$ cat src/rtl/dp_ram_be_pkg.sv
`default_nettype none
// ============================================================================
// Module      : dp_ram_be_pkg
// Description : Shared definitions for the byte-enable dual-port RAM:
//               byte-count helper, clear FSM state encoding and the
//               byte-merge helper used by the collision bypass path.
// Revision    : 1.0 - initial release
// ============================================================================
package dp_ram_be_pkg;

    // Widest word the merge helper handles; callers cast in and out.
    localparam int MERGE_W = 4096;

    // Clear sequencer state encoding
    localparam logic [0:0] ST_IDLE  = 1'b0;
    localparam logic [0:0] ST_CLEAR = 1'b1;

    // Number of write-enable lanes in a word
    function automatic int num_bytes(input int data_w, input int byte_w);
        return data_w / byte_w;
    endfunction

    // Per-bit merge: bits set in bit_mask come from new_word, the rest from
    // old_word. The caller expands its byte enables into bit_mask.
    function automatic logic [MERGE_W-1:0] byte_merge(
        input logic [MERGE_W-1:0] old_word,
        input logic [MERGE_W-1:0] new_word,
        input logic [MERGE_W-1:0] bit_mask
    );
        return (old_word & ~bit_mask) | (new_word & bit_mask);
    endfunction

endpackage
`default_nettype wire

$ cat src/rtl/dp_ram_be_core.sv
`default_nettype none
// ============================================================================
// Module      : dp_ram_core
// Description : Storage array with a byte-enabled write port and a
//               registered read port. No reset, so it maps onto block RAM.
//               The read returns the contents from before a same-edge write.
// Revision    : 1.0 - initial release
// ============================================================================
module dp_ram_core #(
    parameter int RAM_DEPTH  = 16,
    parameter int ADDR_WIDTH = 4,
    parameter int DATA_WIDTH = 64,
    parameter int BYTE_WIDTH = 8,
    parameter int NB         = 8
) (
    input  logic                  clk,
    input  logic [NB-1:0]         we,
    input  logic [ADDR_WIDTH-1:0] waddr,
    input  logic [DATA_WIDTH-1:0] wdata,
    input  logic                  re,
    input  logic [ADDR_WIDTH-1:0] raddr,
    output logic [DATA_WIDTH-1:0] rdata
);

    logic [DATA_WIDTH-1:0] r_mem [RAM_DEPTH];

    // Byte-lane writes and registered read in one process (block RAM template)
    always_ff @(posedge clk) begin
        for (int b = 0; b < NB; b++) begin
            if (we[b]) begin
                r_mem[waddr][b*BYTE_WIDTH +: BYTE_WIDTH] <= wdata[b*BYTE_WIDTH +: BYTE_WIDTH];
            end
        end
        if (re) begin
            rdata <= r_mem[raddr];
        end
    end

endmodule
`default_nettype wire

$ cat src/rtl/dp_ram_be.sv
`default_nettype none
// ============================================================================
// Module      : dp_ram_be
// Description : Simple dual-port RAM (write port A, read port B) with
//               byte write enables, 1- or 2-cycle read latency, read-valid
//               strobe, write-first/read-first collision handling and a
//               clear sequencer that zeroes the array after reset or on clr.
// Revision    : 1.0 - initial release
// ============================================================================
module dp_ram_be
    import dp_ram_be_pkg::*;
#(
    parameter int RAM_DEPTH      = 16,
    parameter int ADDR_WIDTH     = $clog2(RAM_DEPTH),
    parameter int DATA_WIDTH     = 64,
    parameter int BYTE_WIDTH     = 8,
    parameter int OUT_REG        = 0,
    parameter int BYPASS         = 1,
    parameter int CLEAR_ON_RESET = 1
) (
    input  logic                                          clk,
    input  logic                                          rst,
    input  logic                                          ena,
    input  logic [num_bytes(DATA_WIDTH, BYTE_WIDTH)-1:0]  wea,
    input  logic [ADDR_WIDTH-1:0]                         addra,
    input  logic [DATA_WIDTH-1:0]                         dia,
    input  logic                                          enb,
    input  logic [ADDR_WIDTH-1:0]                         addrb,
    input  logic                                          clr,
    output logic [DATA_WIDTH-1:0]                         dob,
    output logic                                          dob_valid,
    output logic                                          init_busy
);

    localparam int                NB          = num_bytes(DATA_WIDTH, BYTE_WIDTH);
    localparam logic [ADDR_WIDTH:0]   c_DEPTH = (ADDR_WIDTH+1)'(RAM_DEPTH);
    localparam logic [ADDR_WIDTH-1:0] c_LAST  = ADDR_WIDTH'(RAM_DEPTH - 1);
    localparam logic [ADDR_WIDTH-1:0] c_ONE   = ADDR_WIDTH'(1);
    localparam logic [0:0] c_RST_STATE = (CLEAR_ON_RESET != 0) ? ST_CLEAR : ST_IDLE;

    logic [0:0]            r_state;
    logic [0:0]            w_state_nxt;
    logic [ADDR_WIDTH-1:0] r_clr_cnt;
    logic                  w_busy;
    logic                  w_idle;

    logic                  w_a_in_range;
    logic                  w_b_in_range;
    logic                  w_wr_acc;
    logic                  w_rd_acc;
    logic                  w_collide;
    logic [DATA_WIDTH-1:0] w_wea_bits;

    logic [NB-1:0]         w_core_we;
    logic [ADDR_WIDTH-1:0] w_core_waddr;
    logic [DATA_WIDTH-1:0] w_core_wdata;
    logic                  w_core_re;
    logic [DATA_WIDTH-1:0] w_core_rdata;

    logic                  r_v1;
    logic                  r_has_data;
    logic [DATA_WIDTH-1:0] r_byp_mask;
    logic [DATA_WIDTH-1:0] r_byp_data;
    logic [DATA_WIDTH-1:0] w_stage1_data;

    // ------------------------------------------------------------------
    // Clear sequencer
    // ------------------------------------------------------------------

    // State register; reset lands in CLEAR so the array is zeroed on release
    always_ff @(posedge clk or negedge rst) begin
        if (!rst) begin
            r_state <= c_RST_STATE;
        end else begin
            r_state <= w_state_nxt;
        end
    end

    // Next state: clr starts a sweep, the last word ends it; clr mid-sweep is ignored
    always_comb begin
        w_state_nxt = r_state;
        case (r_state)
            ST_IDLE:  if (clr) w_state_nxt = ST_CLEAR;
            ST_CLEAR: if (r_clr_cnt == c_LAST) w_state_nxt = ST_IDLE;
            default:  w_state_nxt = ST_IDLE;
        endcase
    end

    // State decode: ports are blocked for the whole sweep
    always_comb begin
        w_busy = 1'b0;
        case (r_state)
            ST_CLEAR: w_busy = 1'b1;
            default:  w_busy = 1'b0;
        endcase
    end

    assign w_idle    = ~w_busy;
    assign init_busy = w_busy;

    // Sweep address; held at 0 outside CLEAR so every sweep starts at word 0
    always_ff @(posedge clk or negedge rst) begin
        if (!rst) begin
            r_clr_cnt <= '0;
        end else if (w_busy && (r_clr_cnt != c_LAST)) begin
            r_clr_cnt <= r_clr_cnt + c_ONE;
        end else begin
            r_clr_cnt <= '0;
        end
    end

    // ------------------------------------------------------------------
    // Port qualification and array access
    // ------------------------------------------------------------------

    assign w_a_in_range = ({1'b0, addra} < c_DEPTH);
    assign w_b_in_range = ({1'b0, addrb} < c_DEPTH);
    assign w_wr_acc     = w_idle & ena & w_a_in_range;
    assign w_rd_acc     = w_idle & enb;
    assign w_collide    = (BYPASS != 0) & w_wr_acc & w_rd_acc & w_b_in_range & (addra == addrb);

    for (genvar b = 0; b < NB; b++) begin : g_bitmask
        assign w_wea_bits[b*BYTE_WIDTH +: BYTE_WIDTH] = {BYTE_WIDTH{wea[b]}};
    end

    // The sweep owns the write port while busy
    assign w_core_we    = w_busy ? {NB{1'b1}} : (w_wr_acc ? wea : '0);
    assign w_core_waddr = w_busy ? r_clr_cnt : addra;
    assign w_core_wdata = w_busy ? '0 : dia;
    assign w_core_re    = w_rd_acc & w_b_in_range;

    dp_ram_core #(
        .RAM_DEPTH  (RAM_DEPTH),
        .ADDR_WIDTH (ADDR_WIDTH),
        .DATA_WIDTH (DATA_WIDTH),
        .BYTE_WIDTH (BYTE_WIDTH),
        .NB         (NB)
    ) u_core (
        .clk   (clk),
        .we    (w_core_we),
        .waddr (w_core_waddr),
        .wdata (w_core_wdata),
        .re    (w_core_re),
        .raddr (addrb),
        .rdata (w_core_rdata)
    );

    // ------------------------------------------------------------------
    // Read pipeline
    // ------------------------------------------------------------------

    // First read stage: valid, zero-override for out-of-range, bypass lanes.
    // Only updated on an accepted read so the result holds between reads.
    always_ff @(posedge clk or negedge rst) begin
        if (!rst) begin
            r_v1       <= 1'b0;
            r_has_data <= 1'b0;
            r_byp_mask <= '0;
            r_byp_data <= '0;
        end else begin
            r_v1 <= w_rd_acc;
            if (w_rd_acc) begin
                r_has_data <= w_b_in_range;
                r_byp_mask <= w_collide ? w_wea_bits : '0;
                r_byp_data <= dia;
            end
        end
    end

    // Core returns pre-write contents; write-first lanes are patched in here
    assign w_stage1_data = r_has_data ?
        DATA_WIDTH'(byte_merge(MERGE_W'(w_core_rdata), MERGE_W'(r_byp_data), MERGE_W'(r_byp_mask))) :
        '0;

    if (OUT_REG != 0) begin : g_out_reg
        logic [DATA_WIDTH-1:0] r_dob;
        logic                  r_dob_valid;

        // Extra output register: one more cycle of latency, holds between reads
        always_ff @(posedge clk or negedge rst) begin
            if (!rst) begin
                r_dob       <= '0;
                r_dob_valid <= 1'b0;
            end else begin
                r_dob_valid <= r_v1;
                if (r_v1) begin
                    r_dob <= w_stage1_data;
                end
            end
        end

        assign dob       = r_dob;
        assign dob_valid = r_dob_valid;
    end else begin : g_no_out_reg
        assign dob       = w_stage1_data;
        assign dob_valid = r_v1;
    end

endmodule
`default_nettype wire

$ cat config.mk
export PLATFORM = sky130hd
export DESIGN_NAME = dp_ram_be
export DESIGN_NICKNAME = d
export VERILOG_FILES = /design/src/rtl/dp_ram_be_pkg.sv /design/src/rtl/dp_ram_be_core.sv /design/src/rtl/dp_ram_be.sv
export SDC_FILE = /design/constraint.sdc
export NUM_CORES = 1
export LEC_CHECK = 0
export CORE_MARGIN = 2
export CORE_UTILIZATION = 60
export CTS_CLUSTER_DIAMETER = 40
export DETAILED_ROUTE_END_ITERATION = 8
export DONT_BUFFER_PORTS = 1
export GPL_TIMING_DRIVEN = 1
export PLACE_DENSITY = 0.88
export SYNTH_ARGS = -nofsm -noshare
export SYNTH_HDL_FRONTEND = slang
export SYNTH_SLANG_ARGS = --single-unit
$ cat constraint.sdc
create_clock -name clk -period 8 [get_ports clk]
set_clock_uncertainty 0.05 [all_clocks]
set_input_delay 1.6 -clock clk [delete_from_list [all_inputs] [get_ports clk]]
set_output_delay 1.6 -clock clk [all_outputs]
set_load 0.1 [all_outputs]
* Word-level counts from Yosys, hierarchy flattened *
Memory sizes are Yosys's and may differ from the RTL's. A register that Yosys moved wholly into a read port is not among the register bits.
Cells that the tools add are included.

word-level totals
  bits in registers = 135
  bits in writable memories = 1024
  output and inout port bits = 66
  memories kept = 1

memories
  name          words  width  read ports  clocked after Yosys merged registers in  write ports  line                  text
  u_core.r_mem  16     64     1           1                                        1            dp_ram_be_core.sv:25  logic [DATA_WIDTH-1:0] r_mem [RAM_DEPTH];

cells by class
  add/sub/neg operators = 1
  equal/unequal tests = 3
  muxes and demuxes = 27
  bitwise logic cells = 10
  reduce and logical (&&, ||, !) cells = 1

operators by type and width
  cell                 count
  $mux 64              3
  $and 64x64->64       2
  $not 64->64          1
  $or 64x64->64        1
  $mux 1               19
  $mux 8               2
  $mux 4               2
  $add 4x1->4 const B  1
  $and 1x1->1          4
  $eq 4x4->1           1
  $eq 4x4->1 const B   1
  $ne 4x4->1 const B   1
  $not 1->1            2
  $pmux 1 s2           1
  $logic_and 1x1->1    1

* Logic depth before layout (Yosys ltp) *
  depth in word-level cells = 7
  mapped depth = 8

* Cells and area by module *
From an unflattened synthesis, not the netlist that was laid out.

unflattened totals
  cell total of the unflattened synthesis = 2343
  area total of the unflattened synthesis = 45786.4 µm²

by module, submodules not included
  module       times used  cells each  area each (µm²)
  dp_ram_core  1           1782        41045.6
  dp_ram_be    1           561         4740.8

* Worst setup path after synthesis *
OpenSTA, ideal clock, no wires.

  kind = input-to-reg
  from = in enb
  to = reg u_core.rdata[0], read port of u_core.r_mem, enable pin
  library setup time = 0.455 ns
  arrival time = 3.697 ns
  required time = 7.495 ns
  setup slack = 3.799 ns
  cell stages on the path = 3
  path buffers = 1
  path through = nand2b_1 -> inv_1 -> clkbuf_1

on the way
  word-level cells in the longest chain between the ends = 1

RTL lines
  what           line                  text
  from (decl)    dp_ram_be.sv:27       input logic enb,
  $and 1x1->1    dp_ram_be.sv:119      assign w_rd_acc = w_idle & enb;
  via u_core.re  dp_ram_be_core.sv:20  input logic re,
  to (decl)      dp_ram_be_core.sv:22  output logic [DATA_WIDTH-1:0] rdata

The timed path passes the listed nets, and every way through them passes these cells.
A chain may end at the register's enable or synchronous reset.

* Worst setup path in the final report *
  from = reg r_has_data
  to = out dob[30]

on the way
  word-level cells in the longest chain between the ends = 1

RTL lines
  what                    line              text
  from (decl)             dp_ram_be.sv:61   logic r_has_data;
  from (signal assigned)  dp_ram_be.sv:163  r_has_data <= w_b_in_range;
  $mux 64                 dp_ram_be.sv:171  assign w_stage1_data = r_has_data ?
  to (decl)               dp_ram_be.sv:30   output logic [DATA_WIDTH-1:0] dob,

Every way passes these cells.

==> results.py <==
metrics = {
    "setup_path": {
        "critical_path_class": "reg -> out",
        "r2r-start": "r_state",
        "r2r.worst_path.cells": 4,
        "worst-path-buf-inv": 1,
        "arrival_ns": 2.72,
        "r2r-end": "u_core.r_mem[14][38]",
        "endpoint_kind": "output port",
        "crit_family": "simple AND/OR/NAND/NOR gates",
        "slowest_stage": "nor2b_2",
        "ff2ff_setup_slack_ns": 4.11,
        "crit_required_ns": 6.35,
        "path_cells": "buf_4, nor2b_2",
        "startpoint_type": "register",
        "slowest_delay_ns": 1.02,
        "path_max_fanout": 65,
    },
    "timing": {
        "holdWs_ns": 0.427,
        "tightest_slew_ns": 1.47,
        "fin_tns_setup_ns": 0,
        "setup_violations": 0,
        "rsz0062_at_grt": "no",
        "finalMaxSlewViolations": 0,
        "relSlewSlack_pct": 1.56,
        "fin_crit_sh_pct": 54.6,
        "min_period_ns": 4.37,
        "hold_viol_final": 0,
        "max_freq_mhz": 229,
    },
    "placed_design": {
        "placed_cells": 3521,
        "gp_congestion": 0.853,
        "io_buffer_count": 0,
        "dp_hpwl_mm": 68.1,
    },
    "layout": {
        "drive_gt1_share_pct": 15.6,
        "finalNetCount": 2700,
        "fin_cells": 3750,
        "layout_common_cells": "edfxtp_1 (1088), mux2i_1 (320), nand2_1 (275)",
        "final_common_cell": "edfxtp_1",
        "syn_to_final_growth_pct": 10.3,
    },
    "clock_network": {
        "clockRootBuffer": "clkbuf_16",
        "cts.sinks": 1167,
        "cts_resized": 0,
        "cts_hold_buffers": 0,
        "path_clk_slew_ns": 0.06,
        "worstSkewPairLatency_ns": 0.74,
        "cts.htree.levels": 3,
        "cts_buffer_depth": 3,
        "tritoncts": "yes",
        "cts_buffers": 118,
        "cts_post_setup_buffers_inserted": 0,
    },
    "detailed_routing": {
        "drt_first_iter_violations": 4268,
        "drc": 3,
        "routed_wl_mm": 121,
        "ant_nets": 0,
        "vias_per_cell": 6.88,
        "drt-pass1-iter-count": 9,
        "drt-wirelength-per-cell_um": 32.2,
        "via_count": 25800,
    },
    "grt": {
        "gr-usage-all-layers_pct": 30.7,
        "antenna_found_initial": 4,
        "grt_pass1_vias": 26000,
        "gr-total-overflow": 0,
        "grt_max_degree": 276,
        "grt_pass1_wl_mm": 174,
    },
    "min_path": {
        "min-delay-start": "r_byp_data[52]",
        "hold_depth": 2,
        "min_to": "r_byp_data[52]",
        "min_path_type": "reg -> reg",
    },
    "outcome": {
        "outcome": "finished with violations",
        "violations": "DRC",
    },
    "floorplanning": {
        "rows": 101,
        "start_util_pct": 60.7,
        "die_area_mm2": 0.0792,
        "core-area_mm2": 0.0761,
        "fp.dieW_um": 281,
        "io_pins": 151,
        "die_h_um": 281,
    },
    "power": {
        "power_density_mw_per_mm2": 351,
        "p_total_w": 0.0179,
        "p_leak_nw": 17.9,
        "ir_worst_vdd_mv": 0.197,
    },
    "synth": {
        "synth_top_area_cell": "edfxtp_1",
        "ys_seq_area_share_pct": 75.0,
        "yosysWarnings": 0,
        "synth_top_cell_area_share_pct": 70.7,
        "syn_avg_cell_area_um2": 17.6,
        "synth.cell_area_mm2": 0.0462,
        "ys_ff_latch": 1167,
        "syn_inst": 2626,
        "synth_cell_type_count": 38,
        "ys_top_cells_by_area": "edfxtp_1 (71%), mux2i_1 (6.9%), mux4_2 (6.2%)",
        "syn_nets": 2712,
    },
    "run": {
        "maxCapViolCount": 0,
    },
}
## per-stage QoR
| step | setup WS [ns] | util, % | instance area (um2) |
|---|---|---|---|
| 2_1_floorplan | 3.80 | - | 46200 |
| 3_5_place_dp | 3.80 | 61.8 | 47000 |
| 6_report | 3.63 | 67.0 | 51000 |
| 5_1_grt | 3.52 | 67.0 | 51000 |
| 3_3_place_gp | 4.02 | 61.8 | 47000 |
| 4_1_cts | 3.61 | 67.0 | 50900 |
## cell families (layout without fill, tap and decap cells)
kind of cell | Yosys count | after routing | share of synthesized area, %
other cells | 0 | 3 | 0
fa+ha+maj | 1 | 1 | 0.0271
simple gates | 624 | 624 | 6.09
xor+xnor | 5 | 5 | 0.0948
buf+inv | 161 | 252 | 1.97
flops | 1167 | 1167 | 75.0
compound gates | 220 | 220 | 3.65
mux | 448 | 448 | 13.2
## cell type report
cell class,instances,area (um2)
clock buffer,146,3120
multi-input combinational,1298,10900
clock inverter,77,833
antenna,3,7.51
tap,1030,1290
timing repair buffer,23,173
sequential,1167,34700
inverter,6,27.5
fill,4488,25100
## worst max-delay path by stage
stage	startpoint	cells after the start	slack (ns)	endpoint
2_1_floorplan	enb	3	3.80	u_core.rdata[0]
3_3_place_gp	addra[0]	4	4.02	u_core.r_mem[15][36]
3_5_place_dp	addra[1]	4	3.80	u_core.r_mem[14][32]
4_1_cts	r_has_data	2	3.61	dob[30]
5_1_grt	r_has_data	2	3.52	dob[58]
6_report	r_has_data	2	3.63	dob[30]
## state kept, by name (all words and copies together), names as in the netlist
name / count
dob_valid: 1
r_byp_data: 64
r_byp_mask: 8
r_clr_cnt: 4
r_has_data: 1
r_state: 1
u_core.r_mem: 1024
u_core.rdata: 64
## report_power, final
part | internal [W] | switching (W)
clock network | 0.00317 | 0.00244
logic | 0.000704 | 0.00254
registers | 0.00849 | 0.000543
## cell usage after synthesis
library cell  number
nor4_4             1
o32ai_1            3
xnor2_1            1
inv_1              6
and3_1             1
a21boi_0           1
buf_8              1
nor2_1           133
nor3b_1            1
nor2_2             2
nand2_1          275
nor2b_1          135
mux4_2           128
dfstp_2            1
nor3_1             1
a22oi_2           10
a32o_1             1
o21ai_0            3
ha_1               1
a21oi_1            9
buf_2             43
buf_6             17
nand3_1           69
clkbuf_1          60
mux2i_1          320
nand2b_1           3
buf_4             21
dfrtp_1           78
xor2_1             4
buf_1             10
buf_12             2
and2_1             3
a22o_1             8
clkbuf_2           1
a21o_1             2
o31ai_1            1
a22oi_1          182
edfxtp_1        1088
## per-layer routing
metal  vias to the layer above  share of wire [%]  global-route usage, %
met4                         6                5.3                   14.6
met2                      2316                 49                   50.7
met5                         -              0.038                      0
li1                      10200                  -                      -
met3                       449                 13                   7.87
met1                     12900                 33                   38.3
## worst reg2reg max path: cells and delay by family, from the launching register on
kind | cells | cell delay [ns]
compound gates | 1 | 0.38
flops | 1 | 1.01
simple gates | 3 | 2.07
(Power assumes the default switching activity.)
